==> src/rtl/l2_arb_slot_scheduler_if.sv <==
// Issue-slot arbitration bundle between the L2 request sources and the slot scheduler.
// The master side drives requests and stall, and the slave side (the scheduler) returns the grant and accept decisions.
interface l2_arb_slot_scheduler_if #(
   parameter int NUM_REQUESTERS = 4
);
   logic [NUM_REQUESTERS-1:0] core_request;
   logic                      restart_pending;
   logic                      bus_stall;
   logic [NUM_REQUESTERS-1:0] grant_oh;
   logic                      core_accept;
   logic                      restart_accept;
   logic                      force_active;
   logic                      perf_force_event;

   modport master (
      output core_request, restart_pending, bus_stall,
      input  grant_oh, core_accept, restart_accept, force_active, perf_force_event
   );

   modport slave (
      input  core_request, restart_pending, bus_stall,
      output grant_oh, core_accept, restart_accept, force_active, perf_force_event
   );
endinterface

==> src/rtl/l2_arb_slot_scheduler.sv <==
// Picks the owner of the single L2 issue slot: restarted request or a round-robin core.
// Cores that are shut out for too long get a short forced run of slots.
module l2_arb_slot_scheduler #(
   parameter int NUM_REQUESTERS = 4,
   parameter int STARVE_LIMIT   = 16,
   parameter int FORCE_SLOTS    = 2
) (
   input  logic                   clk,
   input  logic                   reset,
   l2_arb_slot_scheduler_if.slave bus
);
   localparam int PTR_W = (NUM_REQUESTERS > 1) ? $clog2(NUM_REQUESTERS) : 1;
   localparam int SW    = $clog2(STARVE_LIMIT + 1);
   localparam int FW    = $clog2(FORCE_SLOTS + 1);

   typedef enum logic {ST_NORMAL = 1'b0, ST_FORCE = 1'b1} state_t;

   state_t                    r_state;
   state_t                    w_state_next;
   logic [PTR_W-1:0]          r_rr_ptr;
   logic [SW-1:0]             r_starve_cnt;
   logic [FW-1:0]             r_force_cnt;
   logic                      r_perf_force_event;
   logic [NUM_REQUESTERS-1:0] w_grant_oh;
   logic [PTR_W-1:0]          w_grant_idx;
   logic                      w_found;
   logic                      w_any_req;
   logic                      w_lost;
   logic                      w_starve_hit;
   logic                      w_core_accept;
   logic                      w_restart_accept;

   assign w_any_req    = |bus.core_request;
   assign w_lost       = w_any_req & bus.restart_pending & ~bus.bus_stall;
   assign w_starve_hit = (r_starve_cnt == SW'(STARVE_LIMIT - 1));

   // Rotating priority search starting at r_rr_ptr.
   always_comb begin
      w_grant_oh  = '0;
      w_grant_idx = '0;
      w_found     = 1'b0;
      for (int k = 0; k < NUM_REQUESTERS; k++) begin
         if (!w_found && bus.core_request[(int'(r_rr_ptr) + k) % NUM_REQUESTERS]) begin
            w_found     = 1'b1;
            w_grant_idx = PTR_W'((int'(r_rr_ptr) + k) % NUM_REQUESTERS);
            w_grant_oh[(int'(r_rr_ptr) + k) % NUM_REQUESTERS] = 1'b1;
         end
      end
   end

   always_ff @(posedge clk or posedge reset) begin
      if (reset) begin
         r_state <= ST_NORMAL;
      end else begin
         r_state <= w_state_next;
      end
   end

   always_comb begin
      w_state_next = r_state;
      case (r_state)
         ST_NORMAL: if (w_lost && w_starve_hit) w_state_next = ST_FORCE;
         ST_FORCE: begin
            if (!bus.bus_stall && (!w_any_req || r_force_cnt == FW'(1)))
               w_state_next = ST_NORMAL;
         end
         default:   w_state_next = ST_NORMAL;
      endcase
   end

   always_comb begin
      w_restart_accept = 1'b0;
      w_core_accept    = 1'b0;
      case (r_state)
         ST_NORMAL: begin
            w_restart_accept = bus.restart_pending & ~bus.bus_stall;
            w_core_accept    = w_any_req & ~bus.restart_pending & ~bus.bus_stall;
         end
         ST_FORCE: w_core_accept = w_any_req & ~bus.bus_stall;
         default: begin
            w_restart_accept = 1'b0;
            w_core_accept    = 1'b0;
         end
      endcase
   end

   generate
      if (NUM_REQUESTERS > 1) begin : g_rr
         always_ff @(posedge clk or posedge reset) begin
            if (reset) begin
               r_rr_ptr <= '0;
            end else if (w_core_accept) begin
               r_rr_ptr <= (w_grant_idx == PTR_W'(NUM_REQUESTERS - 1)) ? '0 : w_grant_idx + PTR_W'(1);
            end
         end
      end else begin : g_single
         assign r_rr_ptr = '0;
      end
   endgenerate

   // A stalled cycle neither counts as lost nor clears the starvation history.
   always_ff @(posedge clk or posedge reset) begin
      if (reset) begin
         r_starve_cnt       <= '0;
         r_force_cnt        <= '0;
         r_perf_force_event <= 1'b0;
      end else begin
         r_perf_force_event <= (r_state == ST_NORMAL) && (w_state_next == ST_FORCE);
         if (r_state == ST_NORMAL) begin
            if (!bus.bus_stall) begin
               if (w_lost && w_starve_hit) begin
                  r_starve_cnt <= '0;
                  r_force_cnt  <= FW'(FORCE_SLOTS);
               end else if (w_lost) begin
                  r_starve_cnt <= r_starve_cnt + SW'(1);
               end else begin
                  r_starve_cnt <= '0;
               end
            end
         end else if (!bus.bus_stall) begin
            if (!w_any_req) r_force_cnt <= '0;
            else            r_force_cnt <= r_force_cnt - FW'(1);
         end
      end
   end

   assign bus.grant_oh         = w_grant_oh;
   assign bus.core_accept      = w_core_accept;
   assign bus.restart_accept   = w_restart_accept;
   assign bus.force_active     = (r_state == ST_FORCE);
   assign bus.perf_force_event = r_perf_force_event;
endmodule

==> src/flat_wrapper.sv <==
// flat-port wrapper written by rule: the top's interface ports become plain ports
module l2_arb_slot_scheduler_flat 
#(
   parameter int NUM_REQUESTERS = 4,
   parameter int STARVE_LIMIT   = 16,
   parameter int FORCE_SLOTS    = 2
)
  (clk, reset, bus_core_request, bus_restart_pending, bus_bus_stall, bus_grant_oh, bus_core_accept, bus_restart_accept, bus_force_active, bus_perf_force_event);
  l2_arb_slot_scheduler_if #(.NUM_REQUESTERS(NUM_REQUESTERS)) bus_i ();
  input  logic clk;
  input  logic reset;
  input wire logic [$bits(bus_i.core_request)-1:0] bus_core_request;
  input wire logic [$bits(bus_i.restart_pending)-1:0] bus_restart_pending;
  input wire logic [$bits(bus_i.bus_stall)-1:0] bus_bus_stall;
  output wire logic [$bits(bus_i.grant_oh)-1:0] bus_grant_oh;
  output wire logic [$bits(bus_i.core_accept)-1:0] bus_core_accept;
  output wire logic [$bits(bus_i.restart_accept)-1:0] bus_restart_accept;
  output wire logic [$bits(bus_i.force_active)-1:0] bus_force_active;
  output wire logic [$bits(bus_i.perf_force_event)-1:0] bus_perf_force_event;
  assign bus_i.core_request = bus_core_request;
  assign bus_i.restart_pending = bus_restart_pending;
  assign bus_i.bus_stall = bus_bus_stall;
  assign bus_grant_oh = bus_i.grant_oh;
  assign bus_core_accept = bus_i.core_accept;
  assign bus_restart_accept = bus_i.restart_accept;
  assign bus_force_active = bus_i.force_active;
  assign bus_perf_force_event = bus_i.perf_force_event;
  l2_arb_slot_scheduler #(.NUM_REQUESTERS(NUM_REQUESTERS), .STARVE_LIMIT(STARVE_LIMIT), .FORCE_SLOTS(FORCE_SLOTS)) u_core (.clk(clk), .reset(reset), .bus(bus_i));
endmodule
==> config.mk <==
export PLATFORM = sky130hd
export DESIGN_NAME = l2_arb_slot_scheduler_flat
export DESIGN_NICKNAME = d
export VERILOG_FILES = /design/src/rtl/l2_arb_slot_scheduler_if.sv /design/src/rtl/l2_arb_slot_scheduler.sv /design/src/flat_wrapper.sv
export SDC_FILE = /design/constraint.sdc
export NUM_CORES = 1
export LEC_CHECK = 0
export ABC_AREA = 1
export BUFFER_PORTS_ARGS = -buffer_cell sky130_fd_sc_hd__buf_2
export CAP_MARGIN = 20
export CORE_MARGIN = 2
export CORE_UTILIZATION = 60
export DETAILED_ROUTE_END_ITERATION = 8
export GPL_TIMING_DRIVEN = 0
export PLACE_DENSITY = 0.83
export SLEW_MARGIN = 20
export SYNTH_ARGS = -nofsm -noshare
export SYNTH_HDL_FRONTEND = slang
export SYNTH_SLANG_ARGS = --single-unit
==> constraint.sdc <==
create_clock -name clk -period 5.75 [get_ports clk]
set_input_delay 1.15 -clock clk [delete_from_list [all_inputs] [get_ports clk]]
set_output_delay 1.15 -clock clk [all_outputs]
set_load 0.02 [all_outputs]
==> qor.yml, run 1 <==
status:
  status: "completed"
yosys:
  synth_top_family_by_area: "simple AND/OR/NAND/NOR gates"
  ys_ff_latch: 11
  synth_compound_area_share_pct: 12.6
  yosys.area_share.xor_xnor_pct: 0.819
  synth_nets: 167
  ys.flop_type: "dfrtp_1"
  synth-simple-area-share_pct: 38.8
  synthAdderAreaFrac_pct: 9.36
  syn-mean-instance-area_um2: 7.08
  synth_mux_area_share_pct: 0
  ys_seq_area_share_pct: 25.7
  netlist_area_mm2: 0.00107
  yosysWarningCount: 0
  synth_edf_count: 0
  syn_inst: 151
  async_flop_share_pct: 100
  synth_cell_types: 25
layout:
  multi_input_area_um2: 659
  fillers: 151
  drive_gt1_share_pct: 23.5
  diodes: 0
  layout.nets: 187
  design_area_mm2: 0.00120
  sequential_cell_area_um2: 275
  final_cell_mix: "nand2_1 (31), inv_1 (28), buf_2 (15)"
  final_common_cell: "nand2_1"
  final_cell_count_no_fill: 195
  area_growth_pct: 12.4
detailed_routing:
  wirelength_um: 2230
  vias_per_cell: 5.47
  dr_wl_met3_um: 140
  drt_first_iter_violations: 30
  wirelength_met1_um: 872
  topRoutingLayerUsed: "met4"
  post_drt_wl_per_cell_um: 11.4
  detail-route-antenna-nets: 0
  vias: 1066
  dr.pass1.iters: 4
  wl_met2_um: 1180
  drc: 0
job:
  cap_violations: 0
floorplanning:
  dieArea_mm2: 0.00214
  io_pins: 16
  dieWidth_um: 46.2
  std_cell_rows: 15
  chipHeight_um: 46.2
  start_util_pct: 62.6
  core_mm2: 0.00171
placed_design:
  numPortBuffers: 15
  hpwl_um: 1720
  dp_cells: 191
  gp_congestion: 0.821
  placed_area_mm2: 0.00118
setup_path:
  critPathLaunchType: "input port"
  critical_path.max_fanout: 6
  cp.arrival_ns: 2.35
  worstPathCellList: "buf_2, inv_1, nand2_1, nand3_2, nand2_4, nor2_4, inv_1, o21ai_0, a21oi_1, o21ai_0, buf_2"
  cp.required_ns: 4.60
  end_kind: "output port"
  cpPeakStageDelay_ns: 0.19
  path_class: "input port to output port"
  slowest_stage: "buf_2"
  rrSetupSlack_ns: 3.69
sta:
  relSlewSlack_pct: 71.9
  fin_crit_ns: 3.50
  drv_slew: 0
  finalSetupTns_ns: 0
  fin_crit_sh_pct: 60.8
  fin_worst_skew_ns: 0.00651
  worst_slew_pin_slew_ns: 0.422
  final_hold_viol_count: 0
  setup_viol: 0
  worst_hold_slack_ns: 0.537
  rsz0062_at_grt: "false"
  fmax_mhz: 286
worst_hold_path:
  hold_path.class: "flip-flop to flip-flop"
pwr:
  switching_share_pct: 56.7
  ir_worst_vdd_uv: 264
  p_switching_uw: 398
  seq_power_share_pct: 18.4
  leakagePower_uw: 0.000674
  powerDensity_mw_per_mm2: 583
  power_uw: 701
  p_int_uw: 304
  clkPwrFrac_pct: 7.6
  combPwrFrac_pct: 74.0
global_route:
  grt_pass1_wl_um: 3610
  overflow: 0
  grt_max_degree: 12
  grt_pass1_vias: 933
  grtUsageTotal_pct: 23.0
  antenna_found_initial: 0
clocking:
  worstSkewPairLatency_ns: 0.27
  post_cts_resized: 0
  cts_tree: "built"
  clk_pin_slew_worst_paths_ns: 0.07
  clock_path_buffers: 2
  clockRootBuffer: "clkbuf_4"
  htreeDepth: 1
  post_cts_buffers: 0
  cts_buffers: 3
  cts_sinks: 11
  cts_hold_buf: 0
## stage by stage
step	util (%)	setup slack [ns]
after floorplan	-	2.46
after global placement	68.9	2.34
after detailed placement	68.9	2.30
after CTS	70.4	2.28
after global routing	70.4	2.09
final	70.4	2.25
## flip-flops by register name (all words and copies together) (netlist names)
register	flops
u_core.bus.perf_force_event	1
u_core.bus.force_active	1
u_core.r_rr_ptr	2
u_core.r_force_cnt	2
u_core.r_starve_cnt	5
## cell usage after synthesis (2+ instances only)
master	count	share of area [%]
nor2_4	2	2.1
a21oi_1	8	3.7
inv_1	28	9.8
ha_1	8	9.4
nor2_1	10	3.5
nand3_1	11	5.1
o21ai_0	10	4.7
nand4_2	2	2.3
nand2_1	31	11
nand2_2	3	1.8
nand3_2	4	3.7
dfrtp_1	11	26
nand2_4	6	6.3
o21ai_1	2	0.94
o22ai_1	2	1.2
inv_2	2	0.70
nand4_1	3	1.8
## cells by family (layout without fill, tap and decap cells)
kind of cell    Yosys count  count (layout)
compound gates           25              25
fa+ha+maj                 8               8
buf+inv                  32              51
xor+xnor                  1               1
simple gates             74              74
flops                    11              11
## worst max-delay path, delay by kind of cell
kind            cells  cell delay, ns
compound gates      3            0.30
buf+inv             4            0.51
simple gates        4            0.38
## final timing paths
check / from / end / cells past startpoint
min reg2reg: u_core.r_force_cnt[1] / u_core.r_force_cnt[1] / 2
min: u_core.r_force_cnt[1] / u_core.r_force_cnt[1] / 2
max in group asynchronous: reset / u_core.r_force_cnt[1] / 2
max reg2reg: u_core.r_rr_ptr[1] / u_core.r_rr_ptr[1] / 12
max: bus_core_request[3] / bus_grant_oh[0] / 11
min in group asynchronous: reset / u_core.r_starve_cnt[0] / 2
## power groups by stage
stage	sequential [uW]	clock (uW)	combinational, uW
6_report	129	53.5	519
5_1_grt	133	55.6	575
4_1_cts	129	53.8	516
3_5_place_dp	130	0	514
3_3_place_gp	129	0	495
2_1_floorplan	129	0	405
## per-layer routing
| layer | up-vias | track usage [%] |
|---|---|---|
| met5 | - | 0 |
| met2 | 52 | 41.1 |
| li1 | 521 | - |
| met4 | 0 | 12.0 |
| met3 | 5 | 1.18 |
| met1 | 488 | 27.4 |
## area by class of cell
| cell class | count | area share (%) |
|---|---|---|
| multi-input combinational | 108 | 54.8 |
| sequential | 11 | 22.9 |
| inverter | 31 | 10.3 |
| timing repair buffer | 15 | 6.24 |
| tap | 25 | 2.60 |
| clock buffer | 4 | 2.19 |
| buffer | 1 | 0.937 |
No activity file was read; power rests on OpenSTA's default activity.
==> run 2, diff against run 1 <==
CORE_UTILIZATION = 50   (was 60)
PLACE_DENSITY = 0.74   (was 0.83)
clock period = 3.1 ns   (was 5.75 ns; I/O delays follow)
==> run 2 against run 1 <==
Net effect:
- critical path depth grew 2
- sequential power rose by 86%
- power increased by 86%
- non-clock buffer count is the same
- sequential share of layout area down 0.095 points
- final cell count is 1.0% higher
- clock power rose by 89%
- clock skew shrank 0.0044 ns
- utilization fell by 9.5 points
- register-to-register slack got worse by 2.5 ns
- setup slack got worse by 2.0 ns
- design area increased by 0.42%
==> qor.yml, run 2 (synthesis gave the netlist of run 1 again) <==
sta:
  final_hold_viol_count: 0
  fin_crit_sh_pct: 93.1
  fin_crit_ns: 2.89
  setup_viol: 0
  finalSetupTns_ns: 0
  drv_slew: 0
  worst_slew_pin_slew_ns: 0.417
  fmax_mhz: 346
  relSlewSlack_pct: 72.1
  fin_worst_skew_ns: 0.00212
  rsz0062_at_grt: "false"
layout:
  top_register: "u_core.r_starve_cnt"
  final_common_cell: "nand2_1"
  largest_register_ff_count: 5
  fillers: 173
  drive_gt1_share_pct: 24.7
  reg.largest.list: "u_core.r_starve_cnt (5), u_core.r_force_cnt (2), u_core.r_rr_ptr (2)"
  final_cell_mix: "nand2_1 (31), inv_1 (27), buf_2 (15)"
  design_area_mm2: 0.00121
  diodes: 0
  area_growth_pct: 12.9
  layout.nets: 187
detailed_routing:
  vias_per_cell: 5.10
  detail-route-antenna-nets: 0
  dr.pass1.iters: 6
  vias: 1005
  drt_first_iter_violations: 25
  post_drt_wl_per_cell_um: 11.1
  wirelength_um: 2180
  drc: 0
global_route:
  overflow: 0
  antenna_found_initial: 0
  grtUsageTotal_pct: 19.7
  grt_max_degree: 12
  grt_pass1_wl_um: 3760
  grt_pass1_vias: 878
placed_design:
  numPortBuffers: 15
  placed_area_mm2: 0.00118
  hpwl_um: 1760
  gp_congestion: 0.785
clocking:
  clk_pin_slew_worst_paths_ns: 0.07
  post_cts_buffers: 0
  htreeDepth: 1
  clockRootBuffer: "clkbuf_4"
  cts_sinks: 11
  clock_path_buffers: 2
  cts_buffers: 3
  cts_tree: "built"
  worstSkewPairLatency_ns: 0.28
setup_path:
  cp.arrival_ns: 2.27
  timing.critical_path.to: "bus_grant_oh[2]"
  critical_path.max_fanout: 11
  r2r_end: "u_core.r_rr_ptr[1]"
  slowest_stage: "dfrtp_1"
  path_class: "flip-flop to output port"
  end_kind: "output port"
  crit_cells: 13
  worstPathCellList: "buf_6, inv_8, ha_2, inv_1, nand3_2, nand2_4, inv_2, nor2_4, nand2_1, inv_1, a21oi_1, o21ai_0, buf_2"
  critPathLaunchType: "flip-flop"
  startpoint: "u_core.r_rr_ptr[0]"
  crit_top_cell: "inv_1"
  path_delay_family: "buffers and inverters"
  cpPeakStageDelay_ns: 0.41
  reg2reg_depth: 13
  rrSetupSlack_ns: 1.16
  cp.required_ns: 2.48
  cp_num_buf_inv: 6
  reg2reg_from: "u_core.r_rr_ptr[0]"
floorplanning:
  dieArea_mm2: 0.00253
  std_cell_rows: 16
  start_util_pct: 54.0
  dieWidth_um: 50.3
  core_mm2: 0.00198
  io_pins: 16
  chipHeight_um: 50.3
pwr:
  powerDensity_mw_per_mm2: 1080
  p_int_uw: 568
  ir_worst_vdd_uv: 561
  combPwrFrac_pct: 73.8
  switching_share_pct: 56.5
  leakagePower_uw: 0.000672
  seq_power_share_pct: 18.4
  clkPwrFrac_pct: 7.8
  p_switching_uw: 736
status:
  status: "completed"
worst_hold_path:
  hold_path.class: "input port to async pin"
job:
  cap_violations: 0
-- run 2: cell types whose count changed in the layout (fill, tap and decap cells not counted) --
cell,change
inv_1,-1
inv_2,+1
ha_2,+1
ha_1,-1
-- run 2: worst min path at each step --
stage	start	to	slack (ns)	depth (start not counted)
2_1_floorplan	reset	u_core.bus.force_active	0.47	1
3_3_place_gp	u_core.r_starve_cnt[0]	u_core.r_starve_cnt[0]	0.51	1
3_5_place_dp	u_core.r_starve_cnt[0]	u_core.r_starve_cnt[0]	0.51	1
4_1_cts	reset	u_core.r_starve_cnt[3]	0.34	2
5_1_grt	reset	u_core.r_starve_cnt[3]	0.37	2
6_report	reset	u_core.r_starve_cnt[3]	0.32	2
-- run 2: power by group through the flow --
stage / registers, uW / clock network, uW / logic (uW)
2_1_floorplan: 239 / 0 / 751
3_3_place_gp: 239 / 0 / 918
3_5_place_dp: 241 / 0 / 957
4_1_cts: 238 / 104 / 959
5_1_grt: 249 / 109 / 1080
6_report: 240 / 101 / 962
-- run 2: final cells by class --
class	count	area, um^2	share of cell area, %
inverter	31	124	10.3
sequential	11	275	22.8
multi-input combinational	108	662	54.8
buffer	1	11.3	0.933
timing repair buffer	15	75.1	6.22
tap	27	33.8	2.80
clock buffer	4	26.3	2.18
-- run 2: what timing repair did --
item	in CTS	in global routing
setup endpoints to repair	0	3
resized for setup	0	2
hold buffers	0	0
-- run 2: metrics by stage --
step	hold WS (ns)	power (uW)	cells	worst slack [ns]	utilization, %
2_1_floorplan	0.472	990	151	0.631	-
4_1_cts	0.339	1300	197	0.125	60.8
3_5_place_dp	0.513	1200	193	0.433	59.5
3_3_place_gp	0.506	1160	193	0.514	59.5
5_1_grt	0.369	1440	197	0.0119	60.9
6_report	0.316	1300	197	0.214	60.9
-- run 2: per-layer routing --
metal | share of wire, % | track usage (%) | up-vias
met5 | 0 | 0 | -
met4 | 3.2 | 12.5 | 0
met3 | 2.6 | 0.893 | 7
met2 | 50 | 34.4 | 23
met1 | 44 | 23.5 | 449
li1 | - | - | 526
